### src/rtl/neuron_array.sv
// rtl/neuron_array.sv - K-channel serial multiply-accumulate neuron with saturation and optional ReLU
module neuron_array #(
    parameter int N    = 4,
    parameter int M    = 18,
    parameter int K    = 2,
    parameter int RELU = 1
) (
    input  logic             clk,
    input  logic             rst,
    input  logic             start,
    input  logic [7:0]       in,
    input  logic [8*K-1:0]   weight,
    input  logic [M*K-1:0]   bias,
    output logic [M*K-1:0]   out,
    output logic             ready,
    output logic             busy
);

    localparam int CW = (N > 1) ? $clog2(N) : 1;
    localparam logic [CW-1:0] LAST = CW'(N - 1);
    localparam logic signed [M-1:0] SAT_MAX = {1'b0, {(M-1){1'b1}}};
    localparam logic signed [M-1:0] SAT_MIN = {1'b1, {(M-1){1'b0}}};

    typedef enum logic [1:0] {
        IDLE = 2'd0,
        ACC  = 2'd1,
        ACT  = 2'd2
    } state_t;

    state_t                state_q;
    logic [CW-1:0]         count_q;
    logic signed [M-1:0]   acc_q [K];
    logic signed [M-1:0]   acc_d [K];
    logic signed [15:0]    prod_d [K];
    logic signed [M:0]     sum_d [K];
    logic [M*K-1:0]        out_q;
    logic                  ready_q;

    // One extra guard bit exposes overflow; a disagreement with the sign bit means clamp.
    always_comb begin
        for (int k = 0; k < K; k++) begin
            prod_d[k] = $signed(in) * $signed(weight[8*k +: 8]);
            sum_d[k]  = {acc_q[k][M-1], acc_q[k]} + {{(M+1-16){prod_d[k][15]}}, prod_d[k]};
            acc_d[k]  = sum_d[k][M-1:0];
            if (sum_d[k][M] != sum_d[k][M-1]) begin
                acc_d[k] = sum_d[k][M] ? SAT_MIN : SAT_MAX;
            end
        end
    end

    always_ff @(posedge clk) begin
        if (!rst) begin
            state_q <= IDLE;
            count_q <= '0;
            out_q   <= '0;
            ready_q <= 1'b0;
            for (int k = 0; k < K; k++) begin
                acc_q[k] <= '0;
            end
        end else begin
            ready_q <= 1'b0;
            case (state_q)
                IDLE: begin
                    if (start) begin
                        for (int k = 0; k < K; k++) begin
                            acc_q[k] <= bias[M*k +: M];
                        end
                        count_q <= '0;
                        state_q <= ACC;
                    end
                end
                ACC: begin
                    for (int k = 0; k < K; k++) begin
                        acc_q[k] <= acc_d[k];
                    end
                    count_q <= count_q + 1'b1;
                    if (count_q == LAST) begin
                        state_q <= ACT;
                    end
                end
                ACT: begin
                    for (int k = 0; k < K; k++) begin
                        out_q[M*k +: M] <= ((RELU != 0) && acc_q[k][M-1]) ? '0 : acc_q[k];
                    end
                    ready_q <= 1'b1;
                    state_q <= IDLE;
                end
                default: state_q <= IDLE;
            endcase
        end
    end

    assign out   = out_q;
    assign ready = ready_q;
    assign busy  = (state_q == ACC) || (state_q == ACT);

endmodule
### config.mk
export PLATFORM = sky130hd
export DESIGN_NAME = neuron_array
export DESIGN_NICKNAME = d
export VERILOG_FILES = /design/src/rtl/neuron_array.sv
export SDC_FILE = /design/constraint.sdc
export NUM_CORES = 1
export LEC_CHECK = 0
export CAP_MARGIN = 20
export CORE_MARGIN = 1.5
export CORE_UTILIZATION = 54
export CTS_CLUSTER_SIZE = 20
export DETAILED_ROUTE_END_ITERATION = 7
export PLACE_DENSITY = 0.79
export SLEW_MARGIN = 20
export SYNTH_ARGS = -nofsm -noshare
export SYNTH_HDL_FRONTEND = slang
export SYNTH_SLANG_ARGS = --single-unit
### constraint.sdc
create_clock -name clk -period 8 [get_ports clk]
set_input_delay 1.6 -clock clk [delete_from_list [all_inputs] [get_ports clk]]
set_output_delay 1.6 -clock clk [all_outputs]
set_load 0.02 [all_outputs]
=== Word-level counts from Yosys, hierarchy flattened ===
Memories as Yosys holds them, arrays and structs flattened.
Cells that the tools add are included.

* $add $sub $neg: 3
* $mul: 2
* Eq/ne operators: 7
* Mux-type cells: 24
* Bitwise operators: 4
* Reduce and logical (&&, ||, !) cells: 5

{| class="wikitable"
|+ Operators by type and width
! kind !! number
|-
| $mux 18 || 8
|-
| $add 18x16->19 || 2
|-
| $mux 17 || 2
|-
| $mul 8x8->16 || 2
|-
| $mux 1 || 9
|-
| $pmux 2 s2 || 2
|-
| $mux 2 || 3
|-
| $eq 2x2->1 const B || 2
|-
| $ne 2x2->1 const B || 2
|-
| $or 1x1->1 || 4
|-
| $reduce_and 2->1 || 2
|-
| $add 2x1->2 const B || 1
|-
| $eq 2x1->1 const B || 1
|-
| $logic_not 2->1 || 1
|-
| $ne 1x1->1 || 2
|-
| $reduce_bool 2->1 || 1
|-
| $logic_or 1x1->1 || 1
|}

* Bits in registers: 41
* RAM bits: 36
* Bits of input ports: 63
* Output and inout bits: 38
* Logic and storage cells: 50
* Memories kept: 1

{| class="wikitable"
|+ Memory list
! name !! depth !! width !! read ports !! clocked after Yosys merged registers in !! write ports !! line !! text
|-
| acc_q || 2 || 18 || 2 || 0 || 2 || 32 || <nowiki>logic signed [M-1:0] acc_q [K];</nowiki>
|}

=== Depth between registers and ports, before layout ===
Gate-level depths: netlist of the first run.

* Word-level depth: 6
* Depth in mapped cells: 25
* Mapped depth without buffers: 23

=== Least setup slack after synthesis of the first run ===
No wires, ideal clock.

* Path kind: input port to flip-flop
* Start point: input port weight[0]
* End point: memory acc_q[0][10], data pin
* Setup time: 0.132 ns
* Arrival time: 7.926 ns
* Required time: 7.868 ns
* Path slack: -0.058 ns
* Stages: 22
* Buffers on the path: 1
* Cell sequence: and2_1 -> inv_1 -> fa_1 -> inv_1 -> fa_1 -> fa_1 -> fa_1 -> fa_1 -> ha_1 -> a21oi_1 -> nor2b_1 -> o31a_1 -> a2111oi_2 -> o21ai_0 -> and4b_1 -> or3_1 -> ha_1 -> nand2_1 -> or2_2 -> mux2i_2 -> buf_2 -> a221o_1

{| class="wikitable"
|+ RTL lines
! item !! line !! text
|-
| start, declared || 12 || <nowiki>input logic [8*K-1:0] weight,</nowiki>
|-
| end, declared || 32 ||
|}

==> results by group, run 1 <==
GRT
  • Number of global-route vias before repair: 8110
  • Initial antenna violation count: 1
  • Largest net degree at the start of global routing: 44
  • Total track usage: 0.256
  • First-pass GRT wire length: 40400 um
  • Total gr overflow: 0

Timing
  • Setup ws final: between 0.2 and 0.3 ns
  • Hold_ws: around 0.51 ns
  • Hold Vio Cnt, Final: 0
  • Achievable Freq: around 130 MHz
  • Fin Clk Skew: approximately 0.0096 ns
  • Count of final setup violators: 0
  • Clock period minus worst slack: ~7.7 ns
  • Fin crit share: 0.968
  • RSZ-0062 raised after global routing: false
  • Final TNS setup: 0 ns
  • Transition time of the tightest slew-check pin: a little under 1 ns
  • Max Slew Vio Count: 0
  • Max transition margin: 0.356

Route
  • Starting DRT DRC Count: 630
  • 1st-pass router iterations: 5
  • Drt via density: 5.44
  • DRC errors left: 0
  • Number of routed nets with antenna violations: 0
  • Detail Route met2 WL: 10800 um
  • Final WL: between 20000 and 25000 um
  • Vias: between 7000 and 8000
  • Highest metal used: met4
  • Met1 Wirelength: approximately 11000 um
  • Metal3 WL: between 1500 and 2000 um
  • DR WL/cell: around 17 um

CTS
  • CTS Buf Count: 9
  • Clock Latency Late Sink: approximately 0.34 ns
  • CTS root buffer: clkbuf_16
  • Clk sinks: 75
  • Worst-case clock buffer depth: 2
  • CTS tree: done
  • Setup Buffers After CTS: 0
  • Number of H-tree levels: 3
  • Clk slew on worst S/H paths: 0.07 ns

Logic synthesis
  • Post-synth EDFFs: 36
  • Post-synthesis sequential area ratio: 0.180
  • Distinct cells, synth: 67
  • Cell area after synthesis: about 10000 um^2
  • Prevailing post-synth register cell: dfxtp_1
  • Syn. warnings: 0
  • Post-Synthesis Cells: 1066
  • Avg Cell Area, Syn: ~9.7 um^2
  • Seq cells post-synth: 75
  • Async set-reset flop share out of synthesis: 0

Cells and area
  • Final instance area: around 12000 um^2
  • Fin nets: about 1500
  • Syn-to-layout area delta: 18.0%
  • Share of cells above drive strength 1: 0.0752

Worst setup path
  • Data arrival time of the critical path: 7.96 ns
  • Crit. End Element: flip-flop
  • Crit path kind: in2reg
  • Cell chain of the critical path: clkdlybuf4s50_1 -> and2_2 -> inv_1 -> fa_1 -> inv_1 -> fa_1 -> fa_1 -> fa_1 -> fa_1 -> ha_1 -> a21oi_1 -> nor2b_1 -> o31a_1 -> a2111oi_4 -> o21ai_1 -> and4b_1 -> or3_1 -> ha_4 -> nand2_1 -> or2_2 -> mux2i_2 -> buf_4 -> a221o_1
  • Crit path max fanout: 7
  • CP max-delay cell: fa_1
  • Req. time, crit path: a little over 8 ns
  • CP startpoint kind: input port
  • Crit path from: in[7]
  • Worst path max stage delay: approximately 0.6 ns
  • Worst R2R Start: acc_q[0][6]
  • CP bufs+invs: 4
  • CP most frequent cell: fa_1
  • Delay-heaviest family, CP: adder cells

Floorplanning
  • Top Ports: 101
  • Die W: between 100 and 150 um
  • Initial Util: 0.552
  • # rows: 50
  • Core ar.: between 15000 and 20000 um^2
  • Die footprint: about 20000 um^2
  • Die Height: 141 um

Placed design
  • Gpl congestion: 0.890
  • Placed cell areas: approximately 12000 um^2
  • Post-DP HPWL: 20000 um
  • Port bufs: a little under 100
  • Pre-CTS WS: -0.492 ns

Min path
  • Hold path start: state_q[1]
  • Worst min-delay path class: reg2reg

Job
  • Max-Cap Viols: 0

Status
  • Status: complete, no violations
[per-stage QoR]
step,utilization,instances
finish,0.651,1432
floorplan,-,1067
detailed placement,0.633,1415
global placement,0.633,1415
CTS,0.648,1431
global route,0.651,1432
[worst reg2reg max path: cells and delay by family (launching register included)]
kind / cells / cell delay, ns
AO/OA/AOI/OAI: 5 / 1.07
adder cells (fa/ha/maj): 7 / 3.07
AND/OR/NAND/NOR: 5 / 1.00
buffers and inverters: 5 / 0.44
multiplexers: 1 / 0.21
flip-flops: 1 / 0.46
[cell usage after synthesis, types with 3 or more instances]
cell      count  area, um^2
inv_1       195         732
fa_1        168        3360
ha_1         94        1180
nand2_1      82         308
nor2b_1      72         450
and2_1       71         444
a21oi_1      50         250
nor2_1       42         158
dfxtp_1      39         781
edfxtp_1     36        1080
clkbuf_1     30         113
o21ai_0      26         130
a221o_1      14         140
xnor2_1      14         123
xor2_1       10        87.6
a211oi_1      7        52.6
nand3_1       7        35.0
a22o_1        6        52.6
maj3_1        6        60.1
o21a_1        6        45.0
a32oi_1       5        43.8
buf_4         5        37.5
nand2b_1      5        31.3
nor3_1        5        25.0
o311ai_0      4        35.0
a211o_1       3        26.3
a21boi_0      3        22.5
a21o_1        3        22.5
a31oi_1       3        18.8
nor4_1        3        18.8
o21bai_1      3        22.5
or3_1         3        18.8
[registers in the layout (all words and copies together), names as in the netlist]
name     flops
acc_q       36
out         34
count_q      2
state_q      2
ready        1
[cell families (layout without fill, tap and decap cells)]
family | count (synthesis) | in the layout | share of synthesized area
compound gates | 155 | 155 | 0.105
mux | 2 | 2 | 0.00242
fa+ha+maj | 268 | 268 | 0.444
simple gates | 304 | 304 | 0.155
buf+inv | 235 | 365 | 0.0880
other cells | 1 | 3 | 0.000362
xor+xnor | 26 | 26 | 0.0247
flops | 75 | 75 | 0.180
[per-layer routing]
layer | vias up | GRT usage
met4 | 0 | 0.0597
met1 | 3857 | 0.384
met5 | - | 0
li1 | 3661 | -
met2 | 249 | 0.394
met3 | 24 | 0.0391
[worst paths after layout]
check / end / depth (start not counted) / slack, ns
hold / removal: state_q[1] / 2 / 0.51
setup / recovery: acc_q[0][15] / 23 / 0.25
setup reg to reg: acc_q[0][15] / 23 / 1.60
hold reg to reg: state_q[1] / 2 / 0.51
[cell usage in the layout, fill, tap and decap left out, types with 10 or more instances in the layout]
cell type	n
inv_1	195
fa_1	168
clkdlybuf4s50_1	94
ha_1	93
nand2_1	82
nor2b_1	71
and2_1	70
buf_4	52
a21oi_1	50
nor2_1	41
dfxtp_1	39
edfxtp_1	36
o21ai_0	25
xnor2_1	14
a221o_1	14
xor2_1	10
[repair_timing]
action,in CTS,in global routing
setup endpoints to repair,15,17
pin swaps,0,0
resized for setup,1,8
hold buffers,0,0
[final cells by class]
cell class / instances / area [um^2]
Multi-Input combinational cell: 757 / 7630
Fill cell: 1459 / 6550
Sequential cell: 75 / 1860
Timing Repair Buffer: 152 / 1410
Inverter: 197 / 739
Tap cell: 234 / 293
Clock buffer: 10 / 239
Clock inverter: 6 / 46.3
Antenna cell: 1 / 2.50
Power of run 1 is left out: the tool's default activity adds up to more than one toggle a clock period on the data nets, which glitch-free logic cannot reach.
==> run 2: changes to the inputs <==
Settings changed: CORE_ASPECT_RATIO from default to 2.
==> results by group, run 2 (synthesis gave the netlist of run 1 again) <==
Cells and area
  • Core Util, Final: 0.651 (about the same)
  • Share of cells above drive strength 1: 0.0745 (was 0.0752)
  • Fillers: 1554 (was 1459)
  • Final instance area: 12300 um^2 (was 12200 um^2)
  • Most common cell after layout, fill and taps aside: inv_1 (unchanged)
  • Max reg flops: 36 (unchanged)
  • Top reg by flops: acc_q (unchanged)
  • Ant diodes: 0 (was 1)
  • Most frequent cells in the layout: 195 x inv_1, 168 x fa_1, 97 x clkdlybuf4s50_1, 93 x ha_1, 82 x nand2_1 (was 195 x inv_1, 168 x fa_1, 94 x clkdlybuf4s50_1, 93 x ha_1, 82 x nand2_1)
  • Non-filler instance count after layout: 1450 (was 1432)
  • Syn-to-layout area delta: 18.4% (was 18.0%)
  • Fin nets: 1515 (was 1517)

Floorplanning
  • # rows: 71 (was 50)
  • Die footprint: 20100 um^2 (was 20000 um^2)
  • Die Height: 199 um (was 141 um)
  • Core ar.: 18800 um^2 (about the same)
  • Initial Util: 0.550 (was 0.552)
  • Die W: 101 um (was 141 um)
  • Top Ports: 101 (unchanged)

Job
  • Max-Cap Viols: 0 (unchanged)

Placed design
  • Placed insts: 1434 (was 1415)
  • Placed cell areas: 11900 um^2 (about the same)
  • Post-DP HPWL: 22800 um (was 20000 um)
  • Pre-CTS WS: -0.517 ns (was -0.492 ns)
  • Port bufs: 98 (unchanged)
  • Gpl congestion: 0.957 (was 0.890)

GRT
  • Number of global-route vias before repair: 8770 (was 8110)
  • Initial antenna violation count: 0 (was 1)
  • Largest net degree at the start of global routing: 44 (unchanged)
  • Total gr overflow: 0 (unchanged)
  • First-pass GRT wire length: 43400 um (was 40400 um)
  • Total track usage: 0.287 (was 0.256)

Route
  • DR WL/cell: 18.5 um (was 16.8 um)
  • Vias: 7935 (was 7791)
  • Number of routed nets with antenna violations: 0 (unchanged)
  • Final WL: 26900 um (was 24000 um)
  • 1st-pass router iterations: 5 (unchanged)
  • Drt via density: 5.47 (was 5.44)
  • DRC errors left: 0 (unchanged)
  • Starting DRT DRC Count: 293 (was 630)

CTS
  • Worst-case clock buffer depth: 2 (unchanged)
  • Hold-fix buffers, CTS: 0 (unchanged)
  • Setup Buffers After CTS: 0 (unchanged)
  • Clk slew on worst S/H paths: 0.06 ns (was 0.07 ns)
  • CTS tree: done (unchanged)
  • Number of H-tree levels: 3 (unchanged)
  • CTS root buffer: clkbuf_16 (unchanged)
  • Clock Latency Late Sink: 0.33 ns (was 0.34 ns)
  • CTS Buf Count: 9 (unchanged)
  • Clk sinks: 75 (unchanged)

Worst setup path
  • Req. time, crit path: 8.20 ns (was 8.21 ns)
  • Worst path max stage delay: 0.56 ns (was 0.60 ns)
  • Crit path max fanout: 11 (was 7)
  • Delay-heaviest family, CP: adder cells (unchanged)
  • CP most frequent cell: fa_1 (unchanged)
  • CP startpoint kind: input port (unchanged)
  • Cell chain of the critical path: clkdlybuf4s50_1 -> and2_2 -> inv_1 -> fa_1 -> inv_1 -> fa_1 -> fa_1 -> fa_1 -> fa_1 -> ha_1 -> a21oi_1 -> nor2b_1 -> o31a_1 -> a2111oi_4 -> o21ai_2 -> and4b_1 -> or3_1 -> ha_4 -> nand2_1 -> or2_2 -> mux2i_2 -> buf_6 -> a221o_1 (was clkdlybuf4s50_1 -> and2_2 -> inv_1 -> fa_1 -> inv_1 -> fa_1 -> fa_1 -> fa_1 -> fa_1 -> ha_1 -> a21oi_1 -> nor2b_1 -> o31a_1 -> a2111oi_4 -> o21ai_1 -> and4b_1 -> or3_1 -> ha_4 -> nand2_1 -> or2_2 -> mux2i_2 -> buf_4 -> a221o_1)
  • Crit. End Element: flip-flop (unchanged)
  • Data arrival time of the critical path: 7.94 ns (was 7.96 ns)
  • Crit path kind: in2reg (unchanged)
  • CP bufs+invs: 4 (unchanged)
  • CP max-delay cell: fa_1 (unchanged)

Timing
  • Achievable Freq: 129 MHz (about the same)
  • Fin crit share: 0.968 (about the same)
  • Hold Vio Cnt, Final: 0 (unchanged)
  • Fin Clk Skew: 0.00817 ns (was 0.00961 ns)
  • Max transition margin: 0.542 (was 0.356)
  • Transition time of the tightest slew-check pin: 0.687 ns (was 0.963 ns)
  • Max Slew Vio Count: 0 (unchanged)
  • Count of final setup violators: 0 (unchanged)
  • Setup ws final: 0.254 ns (was 0.252 ns)
  • Clock period minus worst slack: 7.75 ns (about the same)

Min path
  • Worst min-delay path class: reg2reg (unchanged)

Status
  • Status: complete, no violations (unchanged)
-- run 2: path summary, 6_finish.rpt --
| check | from | to | slack, ns | depth (start not counted) |
|---|---|---|---|---|
| worst max-delay path | in[7] | acc_q[0][8] | 0.25 | 23 |
| worst min-delay path | state_q[1] | state_q[1] | 0.52 | 2 |
| worst max register to register | acc_q[0][6] | acc_q[0][8] | 1.59 | 23 |
| worst min register to register | state_q[1] | state_q[1] | 0.52 | 2 |
-- run 2: routing by layer --
| layer | vias to the layer above | global-route usage | wire length (um) |
|---|---|---|---|
| li1 | 3655 | - | - |
| met2 | 188 | 0.578 | 16000 |
| met1 | 4000 | 0.260 | 8230 |
| met4 | 0 | 0.186 | 2000 |
| met3 | 92 | 0.0257 | 651 |
| met5 | - | 0 | 0 |
-- run 2: worst register-to-register path: stages, from the launching register on --
cell       delay [ns]
edfxtp_1         0.37
inv_1            0.14
fa_1             0.55
inv_1            0.05
fa_1             0.50
inv_1            0.06
fa_1             0.57
inv_1            0.06
fa_1             0.38
fa_1             0.46
ha_1             0.32
a21oi_1          0.15
nor2b_1          0.08
o31a_1           0.29
a2111oi_4        0.40
o21ai_2          0.11
and4b_1          0.20
or3_1            0.40
ha_4             0.32
nand2_1          0.05
or2_2            0.29
mux2i_2          0.21
buf_6            0.18
a221o_1          0.13
-- run 2: per-stage QoR --
| step | hold slack (ns) | setup TNS (ns) |
|---|---|---|
| after floorplan | 0.462 | 0 |
| after global placement | 0.493 | -4.46 |
| after detailed placement | 0.509 | -7.97 |
| after CTS | 0.522 | 0 |
| after global routing | 0.578 | -0.0196 |
| final | 0.517 | 0 |
-- run 2: final cells by class --
type	count	area, um^2	area share
multi-input combinational	757	7630	0.622
sequential	75	1860	0.152
clock buffer	13	282	0.0230
tap	255	319	0.0260
inverter	197	739	0.0603
clock inverter	3	41.3	0.00337
timing repair buffer	150	1390	0.113
-- run 2: repair_timing --
item	4_1_cts	5_1_grt
gates resized for setup	2	6
hold endpoints to repair	0	0
setup endpoints to repair	15	17
Power of run 2 is left out for the same reason.
